File: src/rtl/function_sweep_pkg.sv
// function_sweep_pkg: shared state type and sizing constants for the function sweeper.
package function_sweep_pkg;
    typedef enum logic [1:0] {IDLE, DRIVE, SAMPLE, FIN} state_e;
    localparam int IDX_W = 5;
    localparam int CNT_W = 6;
    localparam logic [31:0] EXPECTED_DEFAULT = 32'h0AAE8D5D;
endpackage

File: src/rtl/sweep_settle_timer.sv
// sweep_settle_timer: loadable down-counter that holds at zero and flags it.
module sweep_settle_timer
    import function_sweep_pkg::*;
(
    input  logic             clk,
    input  logic             rst,
    input  logic             load_i,
    input  logic [CNT_W-1:0] load_val_i,
    output logic             zero_o
);
    logic [CNT_W-1:0] cnt_q;
    always_ff @(posedge clk or posedge rst) begin
        if (rst) cnt_q <= '0;
        else if (load_i) cnt_q <= load_val_i;
        else if (cnt_q != '0) cnt_q <= cnt_q - 1'b1;
    end
    assign zero_o = cnt_q == '0;
endmodule

File: src/rtl/function_sweeper.sv
// function_sweeper: drives all 32 input vectors, checks f_in against a golden table.
// Optional per-index failure bitmap enabled with SWEEP_FAILMAP_EN.
module function_sweeper
    import function_sweep_pkg::*;
#(
    parameter int unsigned SETTLE   = 2,
    parameter logic [31:0] EXPECTED = EXPECTED_DEFAULT
) (
    input  logic        clk,
    input  logic        rst,
    input  logic        start,
    input  logic        f_in,
    output logic        X,
    output logic        Y,
    output logic        Z,
    output logic        K,
    output logic        M,
    output logic        busy,
    output logic        done,
    output logic        pass,
    output logic [5:0]  err_count,
    output logic [4:0]  first_err_idx,
    output logic [31:0] fail_map
);
    state_e           state_q;
    logic [IDX_W-1:0] idx_q, stim_q, first_q;
    logic [5:0]       err_q;
    logic             busy_q, done_q, pass_q, cnt_zero, mismatch, launch;
    assign mismatch = f_in ^ EXPECTED[idx_q];
    assign launch   = state_q == IDLE && start;
    sweep_settle_timer u_timer (
        .clk       (clk),
        .rst       (rst),
        .load_i    (launch || (state_q == SAMPLE && idx_q != '1)),
        .load_val_i(CNT_W'(SETTLE - 1)),
        .zero_o    (cnt_zero)
    );
    always_ff @(posedge clk or posedge rst) begin
        if (rst) begin
            state_q <= IDLE;
            idx_q   <= '0;
            stim_q  <= '0;
            first_q <= '0;
            err_q   <= '0;
            busy_q  <= 1'b0;
            done_q  <= 1'b0;
            pass_q  <= 1'b0;
        end else begin
            done_q <= 1'b0;
            case (state_q)
                IDLE: if (start) begin
                    state_q <= DRIVE;
                    idx_q   <= '0;
                    stim_q  <= '0;
                    first_q <= '0;
                    err_q   <= '0;
                    pass_q  <= 1'b0;
                    busy_q  <= 1'b1;
                end
                DRIVE: if (cnt_zero) state_q <= SAMPLE;
                SAMPLE: begin
                    if (mismatch) begin
                        err_q <= err_q + 6'd1;
                        if (err_q == '0) first_q <= idx_q;
                    end
                    // pass is resolved here so it already counts the last vector's result
                    if (idx_q == '1) begin
                        state_q <= FIN;
                        stim_q  <= '0;
                        busy_q  <= 1'b0;
                        done_q  <= 1'b1;
                        pass_q  <= err_q == '0 && !mismatch;
                    end else begin
                        state_q <= DRIVE;
                        idx_q   <= idx_q + 1'b1;
                        stim_q  <= idx_q + 1'b1;
                    end
                end
                FIN: state_q <= IDLE;
                default: state_q <= IDLE;
            endcase
        end
    end
    assign {X, Y, Z, K, M} = stim_q;
    assign busy            = busy_q;
    assign done            = done_q;
    assign pass            = pass_q;
    assign err_count       = err_q;
    assign first_err_idx   = first_q;
`ifdef SWEEP_FAILMAP_EN
    logic [31:0] fail_q;
    always_ff @(posedge clk or posedge rst) begin
        if (rst) fail_q <= '0;
        else if (launch) fail_q <= '0;
        else if (state_q == SAMPLE && mismatch) fail_q[idx_q] <= 1'b1;
    end
    assign fail_map = fail_q;
`else
    assign fail_map = '0;
`endif
endmodule

File: config.mk
export PLATFORM = sky130hd
export DESIGN_NAME = function_sweeper
export DESIGN_NICKNAME = d
export VERILOG_FILES = /design/src/rtl/function_sweep_pkg.sv /design/src/rtl/sweep_settle_timer.sv /design/src/rtl/function_sweeper.sv
export SDC_FILE = /design/constraint.sdc
export NUM_CORES = 1
export LEC_CHECK = 0
export ABC_AREA = 0
export BUFFER_PORTS_ARGS = -buffer_cell sky130_fd_sc_hd__buf_2
export CAP_MARGIN = 20
export CORE_ASPECT_RATIO = 0.7
export CORE_MARGIN = 2
export CORE_UTILIZATION = 55
export DETAILED_ROUTE_END_ITERATION = 8
export GPL_ROUTABILITY_DRIVEN = 0
export HOLD_SLACK_MARGIN = 0.08
export PLACE_DENSITY = 0.92
export REMOVE_ABC_BUFFERS = 1
export SLEW_MARGIN = 25
export SYNTH_ARGS = -nofsm -noshare
export SYNTH_HDL_FRONTEND = slang
export SYNTH_HIERARCHICAL = 1
export SYNTH_SLANG_ARGS = --single-unit
File: constraint.sdc
create_clock -name clk -period 6 [get_ports clk]
set_input_delay 1.2 -clock clk [delete_from_list [all_inputs] [get_ports clk]]
set_output_delay 1.2 -clock clk [all_outputs]
set_load 0.005 [all_outputs]
==> flow_summary.yaml, run 1 <==
drt:
  drt_pass1_iterations: 4
  wire_per_inst_um: 13.2
  dr_total_vias: 1494
  wl_um: 3830
  drc_errors: 0
  dr.first_iter.drc_count: 141
  postRouteAntennaNets: 0
  viasPerCell: 5.15
cts:
  cts_buffers: 5
  root_buffer: "clkbuf_8"
  cts_buffer_depth: 2
  hold_buffers: 0
  post_cts_resized: 0
  clkSinkCount: 32
  cts_post_setup_buffers_inserted: 0
  clk_latency_ps: 290
  h-tree-depth: 2
  cts_tree: "built"
  clk_pin_slew_ps: 70
sta:
  fin_worst_skew_ps: 5.35
  finalSetupTns_ps: 0
  maxSlewHeadroom: 0.373
  setup-violations-final: 0
  hold_violations: 0
  tightest_slew_ps: 930
  drv_slew: 0
  layout_worst_path_cycle_share: 0.449
  rsz0062_at_grt: "no"
  finalCriticalPeriod_ps: 2690
  max_freq_ghz: 0.371
global_route:
  grt_pass1_vias: 1284
  grtUsageMet2: 0.299
  busiest_layer: "met2"
  grt_pass1_wl_um: 6190
  antenna_found_initial: 0
  grt_use_met3: 0.0512
  grt-ovfl-total: 0
  met1_usage: 0.277
  grt_max_degree: 27
  grt.total_usage: 0.199
pwr:
  p_switching_w: 0.0000947
  vdd_drop_max_mv: 0.0971
  internal_power_w: 0.000300
  pwr-share-seq: 0.556
  clkPwrFrac: 0.399
  power_switching_share: 0.240
  p_leak_nw: 1.04
  combPwrFrac: 0.045
  power_density_nw_per_um2: 186
cells_and_area:
  area_growth_pct: 5.93
  final_cell_mix: "38 x conb_1, 32 x dfrtp_1, 22 x nand2_1, 22 x buf_2, 13 x inv_1"
  final_layout_size_suffix_gt1_frac: 0.167
  final_core_util: 0.604
  nNetsFinal: 252
  final_area_um2: 2120
  layout_commonest_cell: "conb_1"
  fillers: 302
  num_antenna_cells: 0
yosys:
  synth_cell_type_count: 49
  synth-seq-area-share: 0.400
  yosys_most_used_dff: "dfrtp_1"
  synth_cells: 214
  synth.avg_cell_area_um2: 9.37
  ys_ff_latch: 32
  yosys_warnings: 6
  ys_async_sr_fraction: 1.00
  synth_edf_count: 0
  netlist_area_um2: 2000
worst_setup_path:
  arrival_ps: 2870
  crit_path_max_fanout: 7
  crit_path_cell_trace: "buf_2, o21ai_0, buf_4, nand2b_1, o311ai_0, o41ai_1"
  required_ps: 6180
  cp-start-kind: "input port"
  crit_family: "compound AO/OA/AOI/OAI gates"
  max_stage_delay_ps: 720
  end_kind: "flop"
  worst-path-buf-inv: 2
  crit_slowest_cell: "o21ai_0"
  critPathKind: "in -> reg"
floorplan:
  initial_utilization: 0.571
  num_rows: 18
  die_h_um: 54.5
  design.die.area_um2: 4150
  ios: 55
  fp.coreArea_um2: 3510
  dieWidth_um: 76.2
job:
  max_cap_viol_count: 0
place:
  io_buffer_count: 22
  placed_area_um2: 2040
  hpwl_um: 2790
worst_hold_path:
  hold_class: "reg -> reg"
outcome:
  status: "finished, final reports clean"
[state kept, by name (all words and copies together) (netlist names)]
name	flops
state_q	2
idx_q	5
pass	1
busy	1
err_count	6
u_timer/cnt_q	6
stim_q	5
first_err_idx	5
done	1
[area by class of cell]
class,count,area [um2],area share
inverters,14,52.6,0.0247
clock buffers,6,72.6,0.0342
multi-input cells,164,1010,0.477
clock inverters,1,5.00,0.00236
well taps,50,62.6,0.0295
flip-flops and latches,32,801,0.377
repair buffers,23,118,0.0554
[cells in the mapped netlist, types with 2 or more instances]
cell	number	area [um2]
a21o_1	3	22.5
nor3b_2	2	25.0
a22o_1	4	35.0
nand2_1	22	82.6
buf_2	3	15.0
clkbuf_1	4	15.0
xnor2_1	5	43.8
o2bb2ai_1	5	43.8
and3_1	3	18.8
nand4b_1	2	17.5
o311a_1	2	20.0
nand3_1	5	25.0
a221o_1	2	20.0
a21oi_1	6	30.0
nor3_1	4	20.0
dfrtp_1	32	801
conb_1	2	7.51
buf_4	32	240
nor2b_1	2	12.5
inv_1	14	52.6
nand2b_1	5	31.3
ha_1	8	100
o31ai_1	4	30.0
nor2_1	4	15.0
nor4_1	4	25.0
o21ai_0	12	60.1
[routing by layer]
metal,routed length (um),share of wire,vias to the layer above
met2,1740,0.45,39
met3,162,0.042,5
met5,0,0,-
li1,-,-,724
met1,1870,0.49,726
met4,53,0.014,0
[kinds of logic after synthesis]
group,count (synthesis),synth area share
flops,32,0.400
fa+ha+maj,8,0.0499
mux,2,0.0131
other cells,2,0.00375
buf+inv,54,0.167
simple gates,63,0.174
xor+xnor,6,0.0262
compound gates,47,0.167
[final timing paths]
check	from	to	slack (ps)	depth (start not counted)
setup / recovery	start	err_count[2]$_DFFE_PP0P_	3310	6
hold / removal	stim_q[1]$_DFFE_PP0P_	stim_q[1]$_DFFE_PP0P_	480	1
setup reg to reg	idx_q[0]$_DFFE_PP0P_	u_timer/cnt_q[4]$_DFFE_PP0P_	3310	10
hold reg to reg	stim_q[1]$_DFFE_PP0P_	stim_q[1]$_DFFE_PP0P_	480	1
max in group asynchronous	rst	err_count[1]$_DFFE_PP0P_	4670	2
min in group asynchronous	rst	u_timer/cnt_q[4]$_DFFE_PP0P_	830	2
[power groups by stage]
stage / clock, W / combinational, W / sequential (W)
after floorplan: 0 / 0.0000122 / 0.000223
after global placement: 0 / 0.0000166 / 0.000223
after detailed placement: 0 / 0.0000172 / 0.000223
after CTS: 0.000161 / 0.0000173 / 0.000219
after global routing: 0.000172 / 0.0000215 / 0.000220
final: 0.000157 / 0.0000179 / 0.000219
[per-stage QoR]
step / instances / setup slack (ps) / hold WS (ps) / total power [W]
floorplan: 210 / 3450 / 473 / 0.000235
global placement: 283 / 3210 / 473 / 0.000240
detailed placement: 283 / 3030 / 466 / 0.000241
CTS: 290 / 3320 / 486 / 0.000397
global route: 290 / 3130 / 504 / 0.000413
finish: 290 / 3310 / 483 / 0.000395
(Power assumes the default switching activity.)
==> run 2: changes to the inputs <==
--- a/config.mk
+++ b/config.mk
@@ -5,16 +5,16 @@
 export SDC_FILE = /design/constraint.sdc
 export NUM_CORES = 1
 export LEC_CHECK = 0
-export ABC_AREA = 0
+export ABC_AREA = 1
 export BUFFER_PORTS_ARGS = -buffer_cell sky130_fd_sc_hd__buf_2
 export CAP_MARGIN = 20
 export CORE_ASPECT_RATIO = 0.7
 export CORE_MARGIN = 2
-export CORE_UTILIZATION = 55
+export CORE_UTILIZATION = 47
 export DETAILED_ROUTE_END_ITERATION = 8
 export GPL_ROUTABILITY_DRIVEN = 0
 export HOLD_SLACK_MARGIN = 0.08
-export PLACE_DENSITY = 0.92
+export PLACE_DENSITY = 0.85
 export REMOVE_ABC_BUFFERS = 1
 export SLEW_MARGIN = 25
 export SYNTH_ARGS = -nofsm -noshare
==> constraint.sdc (replaced) <==
create_clock -name clk -period 2.2 [get_ports clk]
set_input_delay 0.44 -clock clk [delete_from_list [all_inputs] [get_ports clk]]
set_output_delay 0.44 -clock clk [all_outputs]
set_load 0.005 [all_outputs]
==> run 2 against run 1 <==
Effect of this change: flip-flop and latch count unchanged; sequential share of layout area decreased by 1.6 points; clock power increased to 3.5 times the previous value; critical path depth increased by 4; synthesized cell count increased by 19%; routed wire length decreased by 1.7%; design area increased by 4.5%; worst hold slack got worse by 16 ps; utilization decreased by 5.5 points; clock skew increased by 1.5 ps.
==> flow_summary.yaml, run 2 <==
worst_setup_path:
  required_ps: 2420
  cp-startpoint: "idx_q[0]$_DFFE_PP0P_"
  worstReg2RegEnd: "u_timer/cnt_q[5]$_DFFE_PP0P_"
  r2r_slack_ps: 450
  end_kind: "flop"
  cp-start-kind: "flop"
  critPathKind: "reg -> reg"
  arrival_ps: 1970
  ff2ff_path_depth: 10
  crit_end: "u_timer/cnt_q[5]$_DFFE_PP0P_"
  crit_path_max_fanout: 7
  r2r_start: "idx_q[0]$_DFFE_PP0P_"
cells_and_area:
  final_core_util: 0.549
  num_antenna_cells: 0
  layout_commonest_cell: "nand2_1"
  fillers: 368
  area_growth_pct: 8.97
  seq_area_um2: 801
  final_cell_mix: "64 x nand2_1, 38 x conb_1, 32 x dfrtp_1"
  nNetsFinal: 300
  multi_input_area_um2: 1000
  final_layout_size_suffix_gt1_frac: 0.187
pwr:
  vdd_drop_max_mv: 0.398
  power_density_nw_per_um2: 919
  internal_power_w: 0.00129
  power_switching_share: 0.366
  pwr-share-seq: 0.407
  finalPower_w: 0.00204
  combPwrFrac: 0.327
  clkPwrFrac: 0.266
  p_switching_w: 0.000746
  p_leak_nw: 1.25
yosys:
  synth.avg_cell_area_um2: 7.99
  yosys_warnings: 6
  netlist_area_um2: 2040
  synth_area_leaders: "dfrtp_1 39%, buf_4 12%, nand2_1 12%"
  ys_ff_latch: 32
  netlist.area_leader.share: 0.393
  yosys_most_used_dff: "dfrtp_1"
  synth_edf_count: 0
  ys_async_sr_fraction: 1.00
  synth-seq-area-share: 0.393
  synth_top_area_cell: "dfrtp_1"
  synth_cell_type_count: 30
  synth_common_cells: "64 x nand2_1, 33 x buf_4, 32 x dfrtp_1, 27 x nand3_1, 21 x inv_1"
  yosys.cell_count.top_type: "nand2_1"
  synth_cells: 255
global_route:
  grt-ovfl-total: 0
  grt_pass1_wl_um: 6350
  grt_pass1_vias: 1388
  grt.total_usage: 0.173
  antenna_found_initial: 0
  grt_max_degree: 27
cts:
  cts_buffer_depth: 2
  cts_tree: "built"
  clk_pin_slew_ps: 70
  cts_post_setup_buffers_inserted: 0
  h-tree-depth: 2
  root_buffer: "clkbuf_8"
  clk_latency_ps: 280
  cts_buffers: 5
  post_cts_resized: 0
  clkSinkCount: 32
  hold_buffers: 1
job:
  max_cap_viol_count: 0
sta:
  layout_worst_path_cycle_share: 0.796
  finalCriticalPeriod_ps: 1750
  fin_worst_skew_ps: 6.83
  drv_slew: 0
  finalSetupTns_ps: 0
  setup-violations-final: 0
  max_freq_ghz: 0.571
  hold_violations: 0
  rsz0062_at_grt: "no"
floorplan:
  initial_utilization: 0.504
  num_rows: 19
  ios: 55
  die_h_um: 59.1
  design.die.area_um2: 4890
  fp.coreArea_um2: 4040
  dieWidth_um: 82.7
outcome:
  status: "finished, final reports clean"
drt:
  postRouteAntennaNets: 0
  drt_pass1_iterations: 5
  wire_per_inst_um: 11.0
  dr.first_iter.drc_count: 127
  wl_um: 3770
  dr_total_vias: 1585
  viasPerCell: 4.65
  drc_errors: 0
place:
  hpwl_um: 2920
  io_buffer_count: 22
worst_hold_path:
  hold_class: "reg -> reg"
  min_path_cells: 2
run 2: changes by cell type after synthesis, moves of 7 or more:
cell	previous run	this run
nand3_1	5	27
inv_1	14	21
nor2_1	4	18
nand2_1	22	64
run 2: how the worst min path moves through the flow:
stage	start	endpoint	slack [ps]
finish	first_err_idx[0]$_DFFE_PP0P_	first_err_idx[0]$_DFFE_PP0P_	470
detailed placement	rst	u_timer/cnt_q[4]$_DFFE_PP0P_	380
global route	first_err_idx[4]$_DFFE_PP0P_	first_err_idx[4]$_DFFE_PP0P_	510
CTS	first_err_idx[0]$_DFFE_PP0P_	first_err_idx[0]$_DFFE_PP0P_	470
global placement	rst	u_timer/cnt_q[4]$_DFFE_PP0P_	380
floorplan	rst	u_timer/cnt_q[0]$_DFFE_PP0P_	230
run 2: critical path, cell delays in order (launching register included):
cell and delay [ps]:
dfrtp_1 440, ha_1 240, inv_1 70, nor2_1 50
ha_1 210, o21ai_2 260, buf_4 210, nor2_4 50
nor2_1 80, nand2_1 50, inv_1 40
run 2: stage by stage:
step | hold slack [ps] | worst slack, ps | cell area [um2] | instances
after floorplan | 231 | 454 | 1910 | 256
after global placement | 377 | 548 | 2100 | 332
after detailed placement | 383 | 454 | 2100 | 332
after CTS | 472 | 462 | 2220 | 341
after global routing | 508 | 298 | 2220 | 341
final | 467 | 449 | 2220 | 341
run 2: layout make-up:
type / instances / area share
multi-input combinational: 197 / 0.452
sequential: 32 / 0.361
timing repair buffer: 25 / 0.0609
inverter: 27 / 0.0468
clock buffer: 5 / 0.0310
tap: 52 / 0.0293
clock inverter: 3 / 0.0192
run 2: cells by family after synthesis:
group           share of synthesized area
other cells                       0.00369
compound gates                     0.0565
fa+ha+maj                          0.0491
buf+inv                             0.181
flops                               0.393
simple gates                        0.304
xor+xnor                           0.0129
run 2: power groups by stage:
stage	Combinational, W	Clock [W]	Sequential (W)
after floorplan	0.000527	0	0.000816
after global placement	0.000645	0	0.000832
after detailed placement	0.000669	0	0.000835
after CTS	0.000672	0.000561	0.000828
after global routing	0.000770	0.000606	0.000843
final	0.000667	0.000543	0.000831
run 2: metal layers:
| metal | wire length, um | track usage | vias up |
|---|---|---|---|
| met5 | 0 | 0 | - |
| met4 | 27 | 0.0492 | 0 |
| met3 | 289 | 0.0534 | 2 |
| met2 | 1730 | 0.270 | 69 |
| met1 | 1720 | 0.235 | 714 |
| li1 | - | - | 800 |
